==> src/rtl/decode_queue.sv <==
// decode_queue: instruction queue plus decode/dispatch stage.
//
// Fetched instructions enter a DEPTH-entry FIFO through a valid/ready
// handshake. The head entry is decoded every cycle. Its regfile read indices
// are driven combinationally, and the entry is dispatched to RS or LSB plus
// ROB as a registered one-cycle strobe whenever the back end has room.
//
// Ports:
//   clk_in, rst_n_in        clock (rising edge), asynchronous active-low reset
//   rdy_in                  global enable; all state holds while low
//   if_valid/if_ready       fetch handshake; if_pc/if_ins/if_pred_jmp/
//                           if_pred_another form the queued entry
//   get_id_*, get_val_*,    regfile read port for the head instruction
//   get_has_dep_*, get_dep_*
//   rs_full/lsb_full/rob_full  back-end back-pressure
//   rob_clear               flush (empties the queue)
//   rob_free_id             ROB slot assigned to the dispatched instruction
//   is_rs/is_lsb/r_is_ins   dispatch strobes
//   d_*                     dispatched instruction fields
//   count                   queue occupancy
//
// d_type encoding: 0 = Rtype, 1 = Stype, 2 = Btype, 3 = Jtype.
module decode_queue #(
    parameter int DEPTH = 4,
    parameter int ROB_W = 3
) (
    input  logic                       clk_in,
    input  logic                       rst_n_in,
    input  logic                       rdy_in,
    input  logic                       if_valid,
    output logic                       if_ready,
    input  logic [31:0]                if_pc,
    input  logic [31:0]                if_ins,
    input  logic [31:0]                if_pred_another,
    input  logic                       if_pred_jmp,
    output logic [4:0]                 get_id_1,
    output logic [4:0]                 get_id_2,
    input  logic [31:0]                get_val_1,
    input  logic [31:0]                get_val_2,
    input  logic                       get_has_dep_1,
    input  logic                       get_has_dep_2,
    input  logic [ROB_W-1:0]           get_dep_1,
    input  logic [ROB_W-1:0]           get_dep_2,
    input  logic                       rs_full,
    input  logic                       lsb_full,
    input  logic                       rob_full,
    input  logic                       rob_clear,
    input  logic [ROB_W-1:0]           rob_free_id,
    output logic                       is_rs,
    output logic                       is_lsb,
    output logic                       r_is_ins,
    output logic [31:0]                d_pc,
    output logic [10:0]                d_op,
    output logic [31:0]                d_imm,
    output logic                       d_iQi,
    output logic                       d_iQj,
    output logic [ROB_W-1:0]           d_Qi,
    output logic [ROB_W-1:0]           d_Qj,
    output logic [31:0]                d_Vi,
    output logic [31:0]                d_Vj,
    output logic [ROB_W-1:0]           d_Qdest,
    output logic [4:0]                 d_rd,
    output logic                       d_pred_jmp,
    output logic [31:0]                d_another,
    output logic [1:0]                 d_type,
    output logic [$clog2(DEPTH):0]     count
);
    localparam int PTR_W = $clog2(DEPTH);
    localparam logic [PTR_W:0]   CNT_FULL = (PTR_W+1)'(DEPTH);
    localparam logic [PTR_W-1:0] PTR_ONE  = PTR_W'(1);

    localparam logic [6:0] OP_LUI   = 7'b0110111;
    localparam logic [6:0] OP_AUIPC = 7'b0010111;
    localparam logic [6:0] OP_JAL   = 7'b1101111;
    localparam logic [6:0] OP_JALR  = 7'b1100111;
    localparam logic [6:0] OP_B     = 7'b1100011;
    localparam logic [6:0] OP_L     = 7'b0000011;
    localparam logic [6:0] OP_S     = 7'b0100011;
    localparam logic [6:0] OP_RI    = 7'b0010011;

    localparam logic [1:0] TYPE_R = 2'd0;
    localparam logic [1:0] TYPE_S = 2'd1;
    localparam logic [1:0] TYPE_B = 2'd2;
    localparam logic [1:0] TYPE_J = 2'd3;

    // Queue storage. The head is read combinationally because the regfile
    // indices must be valid in the same cycle the entry is dispatched.
    logic [31:0] pc_mem      [DEPTH];
    logic [31:0] ins_mem     [DEPTH];
    logic [31:0] another_mem [DEPTH];
    logic        jmp_mem     [DEPTH];

    logic [PTR_W-1:0] head_reg, tail_reg;
    logic [PTR_W:0]   count_reg, count_next;

    logic enq, deq;
    logic [31:0] head_ins;
    logic [6:0]  opcode;
    logic [31:0] imm_next;
    logic [1:0]  type_next;
    logic        lsb_op;

    assign if_ready = (count_reg < CNT_FULL) && !rob_clear;
    assign enq      = if_valid && if_ready && rdy_in;
    assign deq      = rdy_in && !rob_clear && (count_reg != '0)
                      && !rs_full && !lsb_full && !rob_full;
    assign count    = count_reg;

    assign head_ins = ins_mem[head_reg];
    assign opcode   = head_ins[6:0];
    assign lsb_op   = (opcode == OP_S) || (opcode == OP_L);

    always_comb begin
        get_id_1 = 5'd0;
        get_id_2 = 5'd0;
        if (count_reg != '0) begin
            if (!(opcode inside {OP_AUIPC, OP_LUI, OP_JAL}))
                get_id_1 = head_ins[19:15];
            if (!(opcode inside {OP_AUIPC, OP_LUI, OP_JAL, OP_JALR, OP_RI, OP_L}))
                get_id_2 = head_ins[24:20];
        end
    end

    always_comb begin
        imm_next = {{20{head_ins[31]}}, head_ins[31:20]};
        case (opcode)
            OP_LUI, OP_AUIPC: imm_next = {head_ins[31:12], 12'b0};
            OP_JAL:           imm_next = {{12{head_ins[31]}}, head_ins[19:12],
                                          head_ins[20], head_ins[30:21], 1'b0};
            OP_S:             imm_next = {{20{head_ins[31]}}, head_ins[31:25],
                                          head_ins[11:7]};
            default:          ;
        endcase
    end

    always_comb begin
        type_next = TYPE_R;
        case (opcode)
            OP_S:            type_next = TYPE_S;
            OP_B:            type_next = TYPE_B;
            OP_JAL, OP_JALR: type_next = TYPE_J;
            default:         ;
        endcase
    end

    always_comb begin
        count_next = count_reg;
        case ({enq, deq})
            2'b10:   count_next = count_reg + 1'b1;
            2'b01:   count_next = count_reg - 1'b1;
            default: ;
        endcase
    end

    always_ff @(posedge clk_in) begin
        if (enq) begin
            pc_mem[tail_reg]      <= if_pc;
            ins_mem[tail_reg]     <= if_ins;
            another_mem[tail_reg] <= if_pred_another;
            jmp_mem[tail_reg]     <= if_pred_jmp;
        end
    end

    always_ff @(posedge clk_in or negedge rst_n_in) begin
        if (!rst_n_in) begin
            head_reg   <= '0;
            tail_reg   <= '0;
            count_reg  <= '0;
            is_rs      <= 1'b0;
            is_lsb     <= 1'b0;
            r_is_ins   <= 1'b0;
            d_pc       <= '0;
            d_op       <= '0;
            d_imm      <= '0;
            d_iQi      <= 1'b0;
            d_iQj      <= 1'b0;
            d_Qi       <= '0;
            d_Qj       <= '0;
            d_Vi       <= '0;
            d_Vj       <= '0;
            d_Qdest    <= '0;
            d_rd       <= '0;
            d_pred_jmp <= 1'b0;
            d_another  <= '0;
            d_type     <= '0;
        end else if (rdy_in) begin
            if (rob_clear) begin
                head_reg  <= '0;
                tail_reg  <= '0;
                count_reg <= '0;
                is_rs     <= 1'b0;
                is_lsb    <= 1'b0;
                r_is_ins  <= 1'b0;
            end else begin
                count_reg <= count_next;
                if (enq)
                    tail_reg <= tail_reg + PTR_ONE;
                is_rs    <= deq && !lsb_op;
                is_lsb   <= deq && lsb_op;
                r_is_ins <= deq;
                if (deq) begin
                    head_reg   <= head_reg + PTR_ONE;
                    d_pc       <= pc_mem[head_reg];
                    d_op       <= {head_ins[30], head_ins[14:12], head_ins[6:0]};
                    d_imm      <= imm_next;
                    d_iQi      <= !get_has_dep_1;
                    d_iQj      <= !get_has_dep_2;
                    d_Qi       <= get_dep_1;
                    d_Qj       <= get_dep_2;
                    d_Vi       <= get_val_1;
                    d_Vj       <= get_val_2;
                    d_Qdest    <= rob_free_id;
                    d_rd       <= head_ins[11:7];
                    d_pred_jmp <= jmp_mem[head_reg];
                    d_another  <= another_mem[head_reg];
                    d_type     <= type_next;
                end
            end
        end
    end
endmodule

==> config.mk <==
export PLATFORM = sky130hd
export DESIGN_NAME = decode_queue
export DESIGN_NICKNAME = d
export VERILOG_FILES = /design/src/rtl/decode_queue.sv
export SDC_FILE = /design/constraint.sdc
export NUM_CORES = 1
export LEC_CHECK = 0
export ABC_CLOCK_PERIOD_IN_PS = 10700
export BUFFER_PORTS_ARGS = -buffer_cell sky130_fd_sc_hd__buf_2
export CAP_MARGIN = 20
export CORE_ASPECT_RATIO = 1.75
export CORE_MARGIN = 1.5
export CORE_UTILIZATION = 51
export DETAILED_ROUTE_END_ITERATION = 10
export PLACE_DENSITY = 0.77
export SYNTH_ARGS = -nofsm -noshare
export SYNTH_HDL_FRONTEND = slang
export SYNTH_SLANG_ARGS = --single-unit
==> constraint.sdc <==
create_clock -name clk_in -period 10.7 [get_ports clk_in]
set_clock_uncertainty 0.15 [all_clocks]
set_input_delay 0.535 -clock clk_in [delete_from_list [all_inputs] [get_ports clk_in]]
set_output_delay 0.535 -clock clk_in [all_outputs]
set_load 0.005 [all_outputs]
# ---- After elaboration in Yosys (flattened, before gate mapping)
# Memories as Yosys holds them, arrays and structs flattened. A register that Yosys moved wholly into a read port is not among the register bits.
# Cells that the tools add are included.
dict set report totals {
  register_bits 135
  ram_bits 388
  inputBits 180
  output_inout_bits 207
  word_cells 87
  memories 4
}
dict set report op_classes {
  n_addsub 4
  order_cmp 1
  eq_ne 10
  mux 17
  bitwise 1
  reduce_logical 33
}
# memory words word_bits rd rd_ports_with_merged_regs write_ports line_no
set memory_table {}
lappend memory_table {another_mem 4 32 1 1 1 90} ;# logic [31:0] another_mem [DEPTH];
lappend memory_table {ins_mem 4 32 1 0 1 89} ;# logic [31:0] ins_mem [DEPTH];
lappend memory_table {pc_mem 4 32 1 1 1 88} ;# logic [31:0] pc_mem [DEPTH];
lappend memory_table {jmp_mem 4 1 1 1 1 91} ;# logic jmp_mem [DEPTH];
# operator count
set op_table {}
lappend op_table {{$pmux 31 s3} 1}
lappend op_table {{$eq 7x7->1 const B} 3}
lappend op_table {{$mux 5} 4}
lappend op_table {{$eq 7x5->1 const B} 2}
lappend op_table {{$eq 7x6->1 const B} 2}
lappend op_table {{$logic_and 1x1->1} 10}
lappend op_table {{$logic_not 1->1} 10}
lappend op_table {{$reduce_bool 3->1} 3}
lappend op_table {{$mux 2} 4}
lappend op_table {{$eq 7x2->1 const B} 1}
lappend op_table {{$pmux 2 s3} 1}
lappend op_table {{$pmux 3 s2} 1}
lappend op_table {{$reduce_and 2->1} 3}
lappend op_table {{$reduce_bool 6->1} 1}
lappend op_table {{$mux 1} 5}
lappend op_table {{$add 2x1->2 const B} 2}
lappend op_table {{$reduce_bool 2->1} 2}
lappend op_table {{$reduce_or 2->1} 2}
lappend op_table {{$add 3x1->3 const B} 1}
lappend op_table {{$lt 3x3->1 const B} 1}
lappend op_table {{$mux 3} 1}
lappend op_table {{$reduce_and 3->1} 1}
lappend op_table {{$sub 3x1->3 const B} 1}
lappend op_table {{$eq 2x1->1 const B} 1}
lappend op_table {{3 further kinds} 3}

# ---- Logic depth before layout (Yosys ltp)
# Gate-level depths: netlist (run 1).
dict set report logic_depth {
  word_depth 9
  ltp_mapped 10
  ltp_nobuf 9
}

# ---- Least setup slack after synthesis (run 1)
# OpenSTA, ideal clock, no wires.
dict set report synth_timing {
  kind {input port to flip-flop}
  from {input port rob_clear}
  to {memory another_mem[0][0], enable pin}
  setup_time_ns 0.467
  arrival_ns 3.854
  slack_ns 6.229
  stages 4
  cell_sequence {clkbuf_1 -> nor4bb_1 -> clkbuf_1 -> and2_1}
}
dict set report synth_between {
  elab_chain_len 6
}
# element line_no
set synth_rtl {}
lappend synth_rtl {{from (decl)} 47} ;# input logic rob_clear,
lappend synth_rtl {{$logic_not 1->1} 103} ;# assign if_ready = (count_reg < CNT_FULL) && !rob_clear;
lappend synth_rtl {{$logic_and 1x1->1} 103}
lappend synth_rtl {{$logic_and 1x1->1 (2 in a row)} 104} ;# assign enq = if_valid && if_ready && rdy_in;
lappend synth_rtl {{$mux 1} 156} ;# if (enq) begin
lappend synth_rtl {{$mux 1 (implied by the code)} 159} ;# another_mem[tail_reg] <= if_pred_another;
lappend synth_rtl {{to (decl)} 90}
# Every way passes these cells.

# ---- Final worst setup path (run 1)
dict set report layout_timing {
  from {register head_reg[1]}
  to {output port get_id_1[2]}
}
dict set report layout_between {
  elab_chain_len 5
  elab_cells_between_ends 7
  cone_classes {eq/ne: 3; mux: 2; reduce/logical: 1; memory: 1}
}
# element line_no
set layout_rtl {}
lappend layout_rtl {{from (decl)} 93} ;# logic [PTR_W-1:0] head_reg, tail_reg;
lappend layout_rtl {{from (signal assigned)} 202} ;# head_reg <= head_reg + PTR_ONE;
lappend layout_rtl {{$mem_v2 4x32 (*)} n/a}
lappend layout_rtl {{$eq 7x5->1 (tied with other cells)} 117} ;# if (!(opcode inside {OP_AUIPC, OP_LUI, OP_JAL}))
lappend layout_rtl {{$reduce_bool 3->1} 117}
lappend layout_rtl {{$mux 5 (*)} 117}
lappend layout_rtl {{$mux 5 (*)} 116} ;# if (count_reg != '0) begin
lappend layout_rtl {{to (decl)} 36} ;# output logic [4:0] get_id_1,
# Mark *: on every way between the ends. The rest lies on a longest branch, timed or not.

==> results of run 1 <==
[final cells by class]
class / count / area share, %
Antenna cell: 11 / 0.102
Sequential cell: 588 / 62.0
Clock buffer: 70 / 5.16
Inverter: 5 / 0.0698
Multi-Input combinational cell: 737 / 18.6
Tap cell: 561 / 2.61
Timing Repair Buffer: 475 / 10.5
Clock inverter: 22 / 0.987
[repair_timing]
action | in CTS | in global routing
endpoints found under the setup margin | 0 | 0
setup buffers | 0 | 0
endpoints found under the hold margin | 227 | 0
hold buffers | 73 | 0
[where the power goes]
| part | switching, uW | internal (uW) | total, uW |
|---|---|---|---|
| Sequential | 216 | 2800 | 3010 |
| Clock | 786 | 1030 | 1820 |
| Combinational | 543 | 475 | 1020 |
[per-stage QoR]
stage | total power [uW] | hold slack (ps) | setup WS [ps] | area [um2]
final | 5850 | 27.6 | 5730 | 26900
after floorplan | 3460 | 89.4 | 6230 | 22000
after detailed placement | 4050 | 307 | 6270 | 24400
after CTS | 5890 | 0.0897 | 5680 | 26800
after global routing | 6110 | 11.6 | 5560 | 26900
after global placement | 4000 | 303 | 6260 | 24400
[worst max path at each step]
stage | startpoint | endpoint | slack (ps)
floorplan | rob_clear | another_mem[0][0]$_DFFE_PP_ | 6230
global placement | head_reg[1]$_DFFE_PN0P_ | get_id_1[2] | 6260
detailed placement | head_reg[1]$_DFFE_PN0P_ | get_id_1[2] | 6270
CTS | head_reg[1]$_DFFE_PN0P_ | get_id_1[2] | 5680
global route | head_reg[1]$_DFFE_PN0P_ | get_id_1[2] | 5560
finish | head_reg[1]$_DFFE_PN0P_ | get_id_1[2] | 5730
[routing by layer]
layer,routed length [um],part of all wire (%)
met5,124,0.24
met4,2500,4.9
met3,3460,6.8
met2,27500,54
met1,17700,34
[cells by family after synthesis]
family | Yosys count | share of synthesized area, %
buffers and inverters | 76 | 1.52
xor gates and xnor gates | 3 | 0.120
adders and majority gates | 5 | 0.285
DFF | 588 | 75.9
and+or+nand+nor | 560 | 10.2
AOI/OAI and AO/OA | 72 | 2.10
muxes | 97 | 9.95
[worst max-delay path: cells and delay by family (launching register included)]
family,cells,cell delay [ps]
simple gates,4,1410
buf+inv,2,910
flops,1,850
mux,1,460
[cell usage in the layout (no fill, tap or decap), drive strengths merged, types with 2 or more instances in the layout]
cell         synthesis  routed
o2bb2ai              2       2
dfrtp              200     200
bufinv               0       5
a21oi               16      16
nor2                 7       7
inv                  5       7
o211ai               8       8
nand2              515     515
o21ai               35      35
buf                 21     402
mux4                97      97
nand4b               2       2
clkbuf              50      70
clkinv               0      15
ha                   5       5
nand3                2       2
and3                 5       5
and2                13      13
nor3b                3       3
diode                0      11
xnor2                2       2
nor3                 5       5
edfxtp             388     388
dlygate4sd3          0      73
a21o                 6       6
[cells in the mapped netlist (all sizes together)]
library cell  count
a21o              6
a21oi            16
a221o             1
a22o              1
a22oi             1
a31o              1
and2             13
and3              5
and4bb            1
buf              21
clkbuf           50
dfrtp           200
edfxtp          388
ha                5
inv               5
mux4             97
nand2           515
nand3             2
nand3b            1
nand4             1
nand4b            2
nor2              7
nor3              5
nor3b             3
nor4              1
nor4b             1
nor4bb            1
o211ai            8
o21ai            35
o2bb2ai           2
o31ai             1
or3               1
or4               1
xnor2             2
xor2              1
==> qor.csv, run 1 <==
metric,value,unit
CTS root buf,clkbuf_16,
RSZ-0062 raised after global routing,no,
CP Max Fanout,57,
R2R depth,6,
Pins Over Slew Limit,0,
maximum number of pins on one net before global-route repair,211,
largest registers,"another_mem (128), ins_mem (128), pc_mem (128)",
post-synth cell types,41,
Hold Crit Depth,1,
slowest CP cell,dfrtp_4,
initial antenna violation count,21,
final wirelength,51.2,mm
Nets,2041,
Core ar.,42500,um2
count of input and output buffers,386,
"Reg clk slew, reported paths",70,ps
number of global-route vias before repair,13800,
area of the multi-input gates,4990,um2
vias per inst,5.37,
VDD IR-drop max,0.000158,V
Seq. cell area,16700,um2
CP Class,reg -> out,
starting density of the core,51.6,%
met2 GRT Util,42.5,%
"Clk Latency, worst-skew pair",580,ps
outcome,finished clean,
post-synth top area cell,edfxtp_1,
Hold EP,another_mem[3][2]$_DFFE_PP_,
post-cts resize count,0,
CP max stage delay,850,ps
GRT Residual Overflow,0,
Worst Setup End Kind,primary output,
dpl hpwl,32.3,mm
gr usage total,23.2,%
Reg2Reg Setup Slack,7030,ps
DRC viols,0,
router iterations before antenna repair,6,
"FF+latch count, synth",588,
Max Fclk,201,MHz
Max Buffers Root-to-Sink,3,
Worst-Margin Slew,1050,ps
ranking of synthesized cells by area,"edfxtp_1 (53%), dfrtp_1 (23%), mux4_2 (9.9%)",
busiest layer in global routing,met2,
Ports,387,
final core occ,63.2,%
met1 GRT Util,25.1,%
TritonCTS clock tree,yes,
Mapped Cells,1401,
max_cap viols,0,
FP Rows,100,
met3 Resource Use GR,4.84,%
YS warnings,0,
worst min-delay path class,in -> reg,
RR Startpoint,head_reg[1]$_DFFE_PN0P_,
DR WL/cell,20.7,um
Non-Filler Instances,2469,
setup_tns,0,ps
hold_sp,if_pred_another[2],
"critical path, cell by cell","buf_4, mux4_2, and2_1, and2_4, nor2_2, and3_1, buf_2",
r2r endpoint,d_imm[15]$_DFFE_PN0P_,
pwr dens,218,nW/um2
vias after detailed routing,13300,
"Period Utilization, post-route",46.4,%
sequential area share after synthesis,75.9,%
H-tree lvl count,2,
crit path time final,4970,ps
area grow syn2layout,22.4,%
Routed Antenna Nets,0,
Max-slew headroom,29.7,%
Die Height,277,um
Leakage,0.0113,uW
top-area cell type share of the netlist area,53.1,%
final hold viol count,0,
initial DRC count,953,
first-pass GRT wire length,77.8,mm
critical path startpoint category,flop,
Sink Count,588,
chip width,160,um
DP Cell Count,2291,
CTS Buf Count,49,
routability-driven placement congestion ratio,0.842,
die area,44400,um2
Synth Cell Area,22000,um2
Syn Area/Cell,15.7,um2
Final Setup Violations,0,
Layout fillers,2955,
WP data required,10020,ps
syn_nets,1586,
CP arrival,4280,ps
layout cells sized above 1,31.5,%
(Power assumes the default switching activity.)
==> inputs of run 2 (changes only) <==
Settings changed: ABC_AREA set to 1, ABC_CLOCK_PERIOD_IN_PS 10700 to 4320, PLACE_DENSITY 0.77 to 0.79.
Clock period 10.7 ns to 4.32 ns, I/O delays scaled along.
==> qor.csv, run 2 <==
metric,value,unit,change
die area,46000,um2,+3.7%
post-synth top area cell,edfxtp_1,,
ys async rst share,34.0,%,unchanged
XOR/XNOR Fraction of Synth Area,0.0769,%,-0.043 points
main combinational cell family by area after synthesis,simple AND/OR/NAND/NOR gates,,
pwr dens,512,nW/um2,+140%
routability-driven placement congestion ratio,0.860,,+2.2%
Syn Area/Cell,11.4,um2,-27%
initial DRC count,1331,,+40%
post-cts resize count,0,,unchanged
Main synth FF type,edfxtp_1,,
starting density of the core,51.6,%,about the same
met3 Resource Use GR,4.81,%,-0.035 points
CP arrival,3480,ps,-800 ps
Worst-Margin Slew,993,ps,-62.0 ps
maximum number of pins on one net before global-route repair,143,,-32%
Mapped Cells,1995,,+42%
first-pass GRT wire length,90.2,mm,+16%
RR Startpoint,head_reg[1]$_DFFE_PN0P_,,
area grow syn2layout,25.9,%,
R2R depth,9,,+3
most frequent cells in the layout,"nand2_1 (444), nor2_1 (417), edfxtp_1 (388)",,
CTS Buf Count,50,,+2.0%
Die Height,283,um,+1.9%
"Period Utilization, post-route",89.0,%,
vias after detailed routing,16900,,+27%
final wirelength,60.5,mm,+18%
layout cells sized above 1,19.8,%,-12 points
H-tree lvl count,2,,unchanged
final core occ,65.0,%,+1.8 points
mux contribution to synthesized area,0,%,-9.9 points
sequential area share after synthesis,73.1,%,-2.8 points
Routed Antenna Nets,0,,unchanged
crit path time final,3840,ps,
Sink Count,588,,unchanged
met1 GRT Util,28.0,%,+2.9 points
count of input and output buffers,386,,unchanged
Ports,387,,unchanged
post-synth cell types,36,,-12%
setup slack after layout,477,ps,-5260 ps
syn_nets,2180,,+37%
"Reg clk slew, reported paths",60,ps,about the same
Worst Setup End Kind,primary output,,
largest registers,"another_mem (128), ins_mem (128), pc_mem (128)",,
Max-slew headroom,33.8,%,+4.1 points
initial antenna violation count,7,,-67%
GRT Residual Overflow,0,,unchanged
DR WL/cell,19.3,um,-6.9%
simple-gate share of the synthesized area,16.0,%,+5.9 points
WP data required,3950,ps,-6070 ps
chip width,163,um,+1.8%
"FF+latch count, synth",588,,unchanged
met2 GRT Util,47.6,%,+5.1 points
Synth Cell Area,22800,um2,+3.8%
YS warnings,0,,unchanged
DRC viols,0,,unchanged
number of global-route vias before repair,16500,,+20%
Final Setup Violations,0,,unchanged
DP Worst Slack,1080,ps,-5190 ps
Max Buffers Root-to-Sink,3,,unchanged
Nets,2703,,+32%
gr usage total,25.8,%,+2.7 points
vias per inst,5.39,,+0.33%
Leakage,0.0123,uW,+9.2%
worst min-delay path class,in -> async,,
Reg2Reg Setup Slack,1080,ps,-5950 ps
top-count cell post-synth,nand2_1,,
FP Rows,102,,+2.0%
Hold Buf Count CTS,175,,+140%
max_cap viols,0,,unchanged
ranking of synthesized cells by area,"edfxtp_1 (51%), dfrtp_1 (22%), nand2_1 (7.3%)",,
Compound-Gate Fraction of Synth Area,7.44,%,+5.3 points
Post-synth top cells,"nand2_1 (444), nor2_1 (421), edfxtp_1 (388), dfrtp_1 (200), o21ai_0 (190)",,
dpl hpwl,36.7,mm,+14%
Core ar.,44200,um2,+3.8%
RSZ-0062 raised after global routing,no,,
"commonest non-fill, non-tap cell in the layout",nand2_1,,
r2r endpoint,d_imm[14]$_DFFE_PN0P_,,
TritonCTS clock tree,yes,,
busiest layer in global routing,met2,,
DP Cell Count,2863,,+25%
hold_ws,118,ps,+90.4 ps
Pins Over Slew Limit,0,,unchanged
Adder-Cell Fraction of Synth Area,0.274,%,-0.010 points
"Clk Latency, worst-skew pair",580,ps,about the same
CTS root buf,clkbuf_16,,
Max Fclk,260,MHz,
critical path startpoint category,flop,,
outcome,finished clean,,
final hold viol count,0,,unchanged
top-area cell type share of the netlist area,51.1,%,-1.9 points
"EDFF count, synth",388,,unchanged
CP Class,reg -> out,,
Post-CTS Setup Inserts,0,,unchanged
Non-Filler Instances,3135,,+27%
Layout fillers,3130,,+5.9%
CP Max Fanout,45,,-21%
router iterations before antenna repair,6,,unchanged
VDD IR-drop max,0.000414,V,+160%
-- run 2: cell count changes after synthesis, moves of 7 or more --
| cell | before | now |
|---|---|---|
| mux4_2 | 97 | 0 |
| nand2_1 | 515 | 444 |
| nand3_1 | 1 | 45 |
| buf_2 | 14 | 39 |
| nor2_1 | 6 | 421 |
| and2_1 | 12 | 0 |
| buf_1 | 3 | 13 |
| a31oi_1 | 0 | 67 |
| inv_1 | 5 | 52 |
| o22ai_1 | 0 | 7 |
| o21ai_0 | 31 | 190 |
| nand2_2 | 0 | 7 |
-- run 2: power by group --
| part | switching, uW | total [uW] | internal, uW |
|---|---|---|---|
| combinational | 1520 | 2760 | 1240 |
| clock | 1970 | 4420 | 2450 |
| sequential | 553 | 7500 | 6950 |
-- run 2: cells by family after synthesis --
| logic type | after synthesis |
|---|---|
| AO/OA/AOI/OAI | 302 |
| AND/OR/NAND/NOR | 931 |
| XOR/XNOR | 2 |
| flip-flops | 588 |
| adder cells (fa/ha/maj) | 5 |
| buffers and inverters | 167 |
-- run 2: cell type report --
type                            instances  area (um2)  area share (%)
Tap cell                              572         716            2.49
Inverter                               55         221           0.772
Multi-Input combinational cell       1240        5480            19.1
Clock buffer                           72        1410            4.90
Clock inverter                         20         210           0.732
Antenna cell                            5        12.5          0.0436
Timing Repair Buffer                  583        4000            13.9
Sequential cell                       588       16700            58.1
-- run 2: how the worst max path moves through the flow --
stage,to,cells past startpoint,from,slack [ps]
2_1_floorplan,another_mem[0][0]$_DFFE_PP_,3,count[2]$_DFFE_PN0P_,-1200
3_3_place_gp,get_id_2[3],8,head_reg[1]$_DFFE_PN0P_,1130
3_5_place_dp,get_id_2[3],8,head_reg[1]$_DFFE_PN0P_,1080
4_1_cts,get_id_2[3],8,head_reg[1]$_DFFE_PN0P_,440
5_1_grt,get_id_2[4],8,head_reg[1]$_DFFE_PN0P_,230
6_report,get_id_2[3],8,head_reg[1]$_DFFE_PN0P_,480
-- run 2: through the flow --
stage	power, uW	setup TNS [ps]	area, um2
global route	15400	0	28700
CTS	14700	0	28700
floorplan	8670	-465710	22800
global placement	10100	0	25300
detailed placement	10200	0	25300
finish	14700	0	28700
-- run 2: worst max-delay path, cell delays in order (launching register included) --
cell	delay, ps
dfrtp_4	780
inv_4	330
nand3_1	180
nand2_1	70
nor2_1	200
nand3_2	540
nand4_1	530
nor2_1	80
buf_2	140
-- run 2: layer usage --
layer	part of all wire [%]	wire, um
met2	53	31800
met1	36	21600
met3	6.9	4180
met4	4.7	2850
met5	0.043	26
==> inputs of run 3 (changes only) <==
Settings changed: ABC_CLOCK_PERIOD_IN_PS 4320 to 4200, CAP_MARGIN 20 to unset, PLACE_DENSITY 0.79 to 0.76.
Clock period 4.32 ns to 4.2 ns, I/O delays scaled along.
==> qor.csv, run 3 (same netlist as run 2, synthesis figures left out) <==
metric,value,unit,change
Leakage,0.0124,uW,+0.74%
outcome,finished clean,,
Non-Filler Instances,3142,,+0.22%
"Period Utilization, post-route",88.4,%,
initial DRC count,1143,,-14%
Clk pwr share,32.6,%,+2.5 points
die area,46000,um2,unchanged
Max Fclk,269,MHz,
WP data required,3840,ps,-110 ps
CTS Buf Count,52,,+4.0%
hold_ws,41.3,ps,-76.6 ps
DP Cell Count,2861,,-0.070%
Routed Antenna Nets,0,,unchanged
largest registers,"another_mem (128), ins_mem (128), pc_mem (128)",,
pwr dens,539,nW/um2,+5.4%
gr usage total,25.4,%,-0.46 points
Post-CTS Setup Inserts,0,,unchanged
Logic pwr share,18.1,%,-0.7 points
Sink Count,588,,unchanged
final core occ,65.4,%,+0.41 points
number of global-route vias before repair,17200,,+3.8%
Max-slew headroom,14.0,%,-20 points
final hold viol count,0,,unchanged
Net Sw Frac,26.9,%,-0.58 points
router iterations before antenna repair,5,,-1
initial antenna violation count,10,,+3
vias after detailed routing,16700,,-1.1%
Pins Over Slew Limit,0,,unchanged
Layout fillers,3189,,+1.9%
Net Sw Power,4200,uW,+3.8%
GRT Residual Overflow,0,,unchanged
RSZ-0062 raised after global routing,no,,
DR WL/cell,18.7,um,-2.8%
dpl hpwl,34.6,mm,-5.6%
count of input and output buffers,386,,unchanged
internal power,11400,uW,+6.9%
crit path time final,3710,ps,
CP arrival,3350,ps,-130 ps
critical path startpoint category,flop,,
CTS root buf,clkbuf_16,,
area grow syn2layout,26.7,%,
post-cts resize count,0,,unchanged
chip width,163,um,unchanged
maximum number of pins on one net before global-route repair,194,,+36%
Hold Crit Depth,4,,
DP Worst Slack,1000,ps,-78.3 ps
H-tree lvl count,2,,unchanged
first-pass GRT wire length,89.8,mm,-0.42%
"Clk Latency, worst-skew pair",580,ps,about the same
TritonCTS clock tree,yes,,
DRC viols,0,,unchanged
Die Height,283,um,unchanged
max_cap viols,0,,unchanged
CP Class,reg -> out,,
Max Buffers Root-to-Sink,3,,unchanged
R2R depth,14,,+5
VDD IR-drop max,0.000543,V,+31%
vias per inst,5.31,,-1.3%
most frequent cells in the layout,"nand2_1 (444), nor2_1 (417), edfxtp_1 (388)",,
"commonest non-fill, non-tap cell in the layout",nand2_1,,
Worst-Margin Slew,1290,ps,+297 ps
final wirelength,58.9,mm,-2.6%
Seq. cell area,16700,um2,unchanged
sequential share of power,49.3,%,-1.8 points
setup slack after layout,486,ps,+9.53 ps
Final Setup Violations,0,,unchanged
Hold Buf Count CTS,175,,unchanged
routability-driven placement congestion ratio,0.826,,-4.0%
Worst Setup End Kind,primary output,,
CP Max Fanout,58,,+29%
FP Rows,102,,unchanged
Ports,387,,unchanged
area of the multi-input gates,5480,um2,unchanged
Nets,2703,,unchanged
starting density of the core,51.6,%,unchanged
layout cells sized above 1,20.4,%,+0.59 points
"Reg clk slew, reported paths",70,ps,about the same
Design Power,15600,uW,+6.1%
Core ar.,44200,um2,unchanged
worst min-delay path class,in -> reg,,
[run 3: routing by layer]
metal | share of wire (%) | track usage (%) | vias to the layer above | routed length [um]
li1 | - | - | 7828 | -
met1 | 36 | 28.0 | 8048 | 21500
met2 | 53 | 47.2 | 667 | 31300
met3 | 6.5 | 4.30 | 150 | 3800
met4 | 3.9 | 11.5 | 6 | 2310
met5 | 0.059 | 0 | - | 35
[run 3: critical path, stage by stage (launching register included)]
cell and delay (ps):
dfrtp_4 580, inv_4 530, nand3_1 170, nand2_2 170
nand2_2 110, nor2_4 340, nand3_1 210, nand4_1 400
nor2_1 110, buf_2 150
[run 3: cell type report]
cell class / instances / area share (%)
antenna: 8 / 0.0693
clock buffer: 61 / 4.84
clock inverter: 37 / 1.57
inverter: 55 / 0.767
multi-input combinational: 1240 / 19.0
sequential: 588 / 57.7
tap: 572 / 2.48
timing repair buffer: 581 / 13.6
[run 3: power by group through the flow]
stage               clock, uW  sequential (uW)  combinational (uW)
finish                   5070             7690                2820
global placement            0             7740                2600
CTS                      5160             7670                2840
floorplan                   0             7800                1110
global route             5370             7770                3160
detailed placement          0             7770                2690
[run 3: final timing paths]
kind                                    startpoint                   endpoint  slack [ps]
min reg2reg                   d_Vi[17]$_DFFE_PN0P_       d_Vi[17]$_DFFE_PN0P_         320
max reg2reg                   count[2]$_DFFE_PN0P_       count[2]$_DFFE_PN0P_        1020
max in group asynchronous                 rst_n_in      d_imm[21]$_DFFE_PN0P_        2670
max                        head_reg[1]$_DFFE_PN0P_                get_id_2[0]         490
min                                       lsb_full       r_is_ins$_DFFE_PN0P_          40
min in group asynchronous                 rst_n_in  d_another[31]$_DFFE_PN0P_         150
[run 3: metrics by stage]
| step | setup TNS (ps) | cell area, um2 |
|---|---|---|
| global placement | 0 | 25300 |
| floorplan | -512270 | 22800 |
| detailed placement | 0 | 25300 |
| CTS | 0 | 28900 |
| global route | 0 | 28900 |
| finish | 0 | 28900 |
